--- src/rtl/vcache_stat_snapshot.sv ---
// vcache_stat_snapshot
//   Stat-collection stage downstream of a vcache verify stage. Counts accepted
//   load/store/miss responses. On a print request it freezes a tagged snapshot
//   of all counters and streams it out one word per beat.
//
//   Build option: VCACHE_STAT_SATURATE_EN
//     defined   -> live counters saturate at all-ones
//     undefined -> live counters wrap modulo 2^ctr_width_p
//   drop_count_o saturates in both builds.
//
// Ports
//   clk_i, reset_i    clock, synchronous active-high reset
//   inc_ld_i          accepted load response
//   inc_st_i          accepted store response
//   inc_ld_miss_i     accepted load response was a miss
//   inc_st_miss_i     accepted store response was a miss
//   global_ctr_i      free-running global cycle counter (32 bits)
//   print_stat_v_i    snapshot request pulse
//   print_stat_tag_i  tag attached to the request
//   v_o/data_o/idx_o  snapshot word stream (idx 0..5)
//   yumi_i            consumer takes the current word
//   busy_o            snapshot in flight
//   drop_count_o      requests dropped while busy (saturating)
//
// Handshake: a word transfers on a cycle where v_o=1 and yumi_i=1. While
// v_o=1 and yumi_i=0, data_o and idx_o hold. yumi_i with v_o=0 is ignored.
// Word order: 0 tag, 1 global_ctr, 2 ld, 3 st, 4 ld_miss, 5 st_miss.

module vcache_stat_snapshot #(
  parameter int ctr_width_p = 32,
  parameter int tag_width_p = 32
) (
  input  logic                   clk_i,
  input  logic                   reset_i,
  input  logic                   inc_ld_i,
  input  logic                   inc_st_i,
  input  logic                   inc_ld_miss_i,
  input  logic                   inc_st_miss_i,
  input  logic [31:0]            global_ctr_i,
  input  logic                   print_stat_v_i,
  input  logic [tag_width_p-1:0] print_stat_tag_i,
  output logic                   v_o,
  output logic [ctr_width_p-1:0] data_o,
  output logic [2:0]             idx_o,
  input  logic                   yumi_i,
  output logic                   busy_o,
  output logic [7:0]             drop_count_o
);

  typedef logic [ctr_width_p-1:0] ctr_t;

  typedef enum logic {
    IDLE = 1'b0,
    SEND = 1'b1
  } state_e;

  localparam ctr_t one_lp = ctr_t'(1);

  // Counter step; the build option selects wrap or saturate at all-ones.
  function automatic ctr_t bump(input ctr_t c, input logic en);
    bump = c;
    if (en) begin
`ifdef VCACHE_STAT_SATURATE_EN
      if (c != '1) bump = c + one_lp;
`else
      bump = c + one_lp;
`endif
    end
  endfunction

  state_e     state_q, state_d;
  logic [2:0] idx_q, idx_d;
  logic       capture;
  logic       drop;

  ctr_t ld_q, st_q, ld_miss_q, st_miss_q;
  ctr_t ld_d, st_d, ld_miss_d, st_miss_d;

  ctr_t snap_tag_q, snap_gctr_q, snap_ld_q, snap_st_q, snap_ld_miss_q, snap_st_miss_q;

  logic [7:0] drop_q, drop_d;

  // Live counters advance regardless of snapshot activity.
  assign ld_d      = bump(ld_q,      inc_ld_i);
  assign st_d      = bump(st_q,      inc_st_i);
  assign ld_miss_d = bump(ld_miss_q, inc_ld_miss_i);
  assign st_miss_d = bump(st_miss_q, inc_st_miss_i);

  // Any request seen outside IDLE is dropped, including the final-yumi cycle.
  assign drop   = print_stat_v_i && (state_q == SEND);
  assign drop_d = (drop && (drop_q != 8'hFF)) ? drop_q + 8'd1 : drop_q;

  always_comb begin
    state_d = state_q;
    idx_d   = idx_q;
    capture = 1'b0;
    unique case (state_q)
      IDLE: begin
        if (print_stat_v_i) begin
          capture = 1'b1;
          state_d = SEND;
          idx_d   = 3'd0;
        end
      end
      SEND: begin
        if (yumi_i) begin
          if (idx_q == 3'd5) begin
            state_d = IDLE;
            idx_d   = 3'd0;
          end else begin
            idx_d = idx_q + 3'd1;
          end
        end
      end
      default: begin
        state_d = IDLE;
        idx_d   = 3'd0;
      end
    endcase
  end

  always_ff @(posedge clk_i) begin
    if (reset_i) begin
      state_q        <= IDLE;
      idx_q          <= 3'd0;
      ld_q           <= '0;
      st_q           <= '0;
      ld_miss_q      <= '0;
      st_miss_q      <= '0;
      snap_tag_q     <= '0;
      snap_gctr_q    <= '0;
      snap_ld_q      <= '0;
      snap_st_q      <= '0;
      snap_ld_miss_q <= '0;
      snap_st_miss_q <= '0;
      drop_q         <= 8'd0;
    end else begin
      state_q   <= state_d;
      idx_q     <= idx_d;
      ld_q      <= ld_d;
      st_q      <= st_d;
      ld_miss_q <= ld_miss_d;
      st_miss_q <= st_miss_d;
      drop_q    <= drop_d;
      if (capture) begin
        // Pre-increment values: same-cycle pulses only reach the live counters.
        snap_tag_q     <= ctr_t'(print_stat_tag_i);
        snap_gctr_q    <= ctr_t'(global_ctr_i);
        snap_ld_q      <= ld_q;
        snap_st_q      <= st_q;
        snap_ld_miss_q <= ld_miss_q;
        snap_st_miss_q <= st_miss_q;
      end
    end
  end

  always_comb begin
    data_o = '0;
    if (state_q == SEND) begin
      unique case (idx_q)
        3'd0:    data_o = snap_tag_q;
        3'd1:    data_o = snap_gctr_q;
        3'd2:    data_o = snap_ld_q;
        3'd3:    data_o = snap_st_q;
        3'd4:    data_o = snap_ld_miss_q;
        3'd5:    data_o = snap_st_miss_q;
        default: data_o = '0;
      endcase
    end
  end

  assign v_o          = (state_q == SEND);
  assign busy_o       = (state_q == SEND);
  assign idx_o        = idx_q;
  assign drop_count_o = drop_q;

endmodule
--- config.mk ---
export PLATFORM = sky130hd
export DESIGN_NAME = vcache_stat_snapshot
export DESIGN_NICKNAME = d
export VERILOG_FILES = /design/src/rtl/vcache_stat_snapshot.sv
export SDC_FILE = /design/constraint.sdc
export NUM_CORES = 1
export LEC_CHECK = 0
export CAP_MARGIN = 0
export CELL_PAD_IN_SITES_DETAIL_PLACEMENT = 1
export CELL_PAD_IN_SITES_GLOBAL_PLACEMENT = 1
export CORE_MARGIN = 2
export CORE_UTILIZATION = 25
export DETAILED_ROUTE_END_ITERATION = 10
export GPL_TIMING_DRIVEN = 0
export PLACE_DENSITY = 0.49
export SLEW_MARGIN = 10
export SYNTH_ARGS = -nofsm -noshare
export SYNTH_HDL_FRONTEND = slang
export SYNTH_SLANG_ARGS = --single-unit
--- constraint.sdc ---
create_clock -name clk_i -period 2.8 [get_ports clk_i]
set_input_delay 0.56 -clock clk_i [delete_from_list [all_inputs] [get_ports clk_i]]
set_output_delay 0.56 -clock clk_i [all_outputs]
set_load 0.01 [all_outputs]
==> results.tsv <==
metric	value	unit
die_height	242.1	um
avgSynthCellArea	8.002	um2
die_area	0.05861	mm2
worst_slew_pin_slew	1053	ps
seqCellArea	0.006658	mm2
place_area	0.01624	mm2
ys_types	51	
synth_cells	1771	
slew_viol_final	0	
clock_latency	580	ps
relSlewSlack	29.78	%
crit_arrival	2400	ps
syn_to_final_growth	31.36	%
vias_per_cell	4.949	
critPathCaptureType	primary output	
final_area	0.01862	mm2
wl	58380	um
cap_violations	0	
yosys-top-cells-area	dfxtp_1 (47%), nand2_1 (11%), a21oi_1 (9.3%), a22oi_1 (5.1%), clkbuf_1 (2.8%)	
synth-seq-area-share	46.90	%
yosysTopAreaCellShare	46.90	%
p_leak	0.005720	uW
drc	0	
crit_required	2240	ps
cts_root_buffer	clkbuf_16	
gp_congestion	0.7903	
dr.pass1.iters	5	
clk_pin_slew	60	ps
antennaDiodeCount	0	
crit_fanout	10	
outcome	finished, violations left	
synth-seq-cells	332	
port_buffers	112	
tns	-605.0	ps
violations	setup timing	
clk_path_buf_depth	3	
num_io_pins	117	
die_w	242.1	um
syn_area	0.01417	mm2
drive_above_1_share	13.30	%
vdd_drop_max	435.0	uV
grt-ovfl-total	0	
period_share	105.7	%
nFillCells	6626	
synth.net_count	1849	
crit_type	register to primary output	
yosysWarnings	0	
fp.coreArea	0.05617	mm2
dp_hpwl	43600	um
period_needed	2961	ps
htree_levels	2	
rsz0062_at_grt	yes	
synth_ff_type	dfxtp_1	
antenna_found_initial	1	
synthArstFlopShare	0	%
drt_iter0_drc	693	
cts_tree	yes	
grt_pass1_wl	87580	um
routedWlPerCell	21.30	um
nNetsFinal	2032	
setup_viol	7	
grt_pass1_vias	13912	
antenna_left	0	
setup_slack	-160.7	ps
grt_max_degree	13	
p_per_area	599.3	mW/mm2
cts_inserted_buffers	42	
cts_sinks	332	
place_ws	-1060	ps
synth_edf_count	0	
fin_skew	24.84	ps
synth_top_area_cell	dfxtp_1	
hp-class	primary input to register	
start_kind	register	
grt_usage	19.52	%
ctsHoldBuffers	0	
multi_input_area	0.007505	mm2
vias	13564	
fmax	337.8	MHz
hold_viol_final	0	
initial_utilization	25.23	%
rows	87	
## metrics by stage
stage / hold slack, ps / cells / power [uW] / utilization, %
global route: 355.3 / 2741 / 11560 / 33.14
CTS: 282.6 / 2735 / 11300 / 32.74
detailed placement: 450.5 / 2639 / 5638 / 28.91
finish: 320.8 / 2741 / 11160 / 33.14
global placement: 443.7 / 2639 / 5629 / 28.91
floorplan: 436.0 / 1771 / 5274 / -
## area by class of cell
class / count / area share, %
Timing Repair Buffer: 143 / 7.124
Tap cell: 756 / 5.081
Inverter: 25 / 0.5041
Buffer: 126 / 3.764
Multi-Input combinational cell: 1284 / 40.31
Clock inverter: 15 / 1.069
Sequential cell: 332 / 35.76
Clock buffer: 60 / 6.385
## worst max-delay path, stage by stage (launching register included)
cell and delay [ps]:
dfxtp_4 370, buf_4 170, nor3b_4 60, buf_4 140, clkbuf_8 170, a22oi_1 510, a31oi_4 210, buf_2 190
## cells in the mapped netlist (2+ instances only)
library cell	number
nand2b_1	2
nand4_2	3
nand3_2	2
nor4_1	19
o211ai_1	2
nor2b_1	7
xor2_1	21
o41ai_1	9
a31oi_1	32
nor3b_1	3
or4_1	45
xnor2_1	27
clkbuf_1	107
and3_1	8
buf_1	8
and4_1	8
nor3_1	15
inv_1	25
nor2_1	71
mux2_2	8
nand2_1	432
nand3_1	38
o21ai_0	32
o31ai_1	32
or4b_1	3
a21oi_1	263
nand4_1	31
o311ai_0	4
or3_1	36
or2_2	6
buf_2	13
mux2i_1	5
dfxtp_1	332
nand3b_1	2
a31o_2	2
a22oi_1	96
and2_1	3
ha_1	6
## final timing paths
check                     startpoint                 end  slack (ps)  cells past startpoint
setup / recovery            idx_o[1]          data_o[17]        -160                      7
hold / removal         inc_st_miss_i        st_miss_q[0]         320                      3
setup reg to reg        st_miss_q[2]       st_miss_q[31]         250                      5
hold reg to reg   snap_ld_miss_q[12]  snap_ld_miss_q[12]         460                      2
## layer usage
layer	routed length, um	part of all wire [%]	GRT usage [%]
met1	27640	47	26.14
met2	27270	47	32.14
met5	8	0.014	0
met4	1570	2.7	6.082
met3	1889	3.2	3.113
## logic make-up after synthesis
| family | share of synthesized area (%) |
|---|---|
| flops | 46.90 |
| xor+xnor | 2.966 |
| mux | 1.068 |
| simple gates | 24.27 |
| compound gates | 19.97 |
| buf+inv | 4.300 |
| fa+ha+maj | 0.5297 |
## sequential cells by signal, summed over array words and instances (netlist names)
register / flops
snap_ld_q: 32
idx_o: 3
ld_q: 32
snap_ld_miss_q: 32
ld_miss_q: 32
snap_st_miss_q: 32
snap_gctr_q: 32
drop_count_o: 8
busy_o: 1
st_q: 32
st_miss_q: 32
snap_tag_q: 32
snap_st_q: 32
## placed cells by master, fill, tap and decap left out, types with 6 or more instances in the layout
master,count
nand2_1,432
dfxtp_1,329
a21oi_1,263
clkbuf_1,88
clkdlybuf4s50_1,80
nor2_1,71
a22oi_1,70
clkbuf_16,45
or4_1,45
nand3_1,38
or3_1,36
buf_2,32
o31ai_1,32
o21ai_0,32
nand4_1,31
xnor2_1,27
a22oi_2,26
buf_4,25
inv_1,24
a31oi_4,21
xor2_1,21
buf_6,18
nor4_1,18
clkbuf_8,14
nor3_1,13
a31oi_2,9
o41ai_1,9
clkbuf_2,8
and4_1,8
mux2_2,8
and3_1,8
clkbuf_4,7
nor2b_1,7
or2_2,6
clkinv_2,6
## power breakdown
group          switching, uW  leakage, uW  internal (uW)
Sequential              64.3      0.00269           4800
Clock                   2200     0.000677           3330
Combinational            476      0.00236            288
Total                   2750      0.00572           8410
## what timing repair did
action,CTS,global route
pin swaps,8,4
setup endpoints to repair,243,59
gates resized for setup,246,78
cloned,1,1
setup buffers,23,7
(Power assumes the default switching activity.)
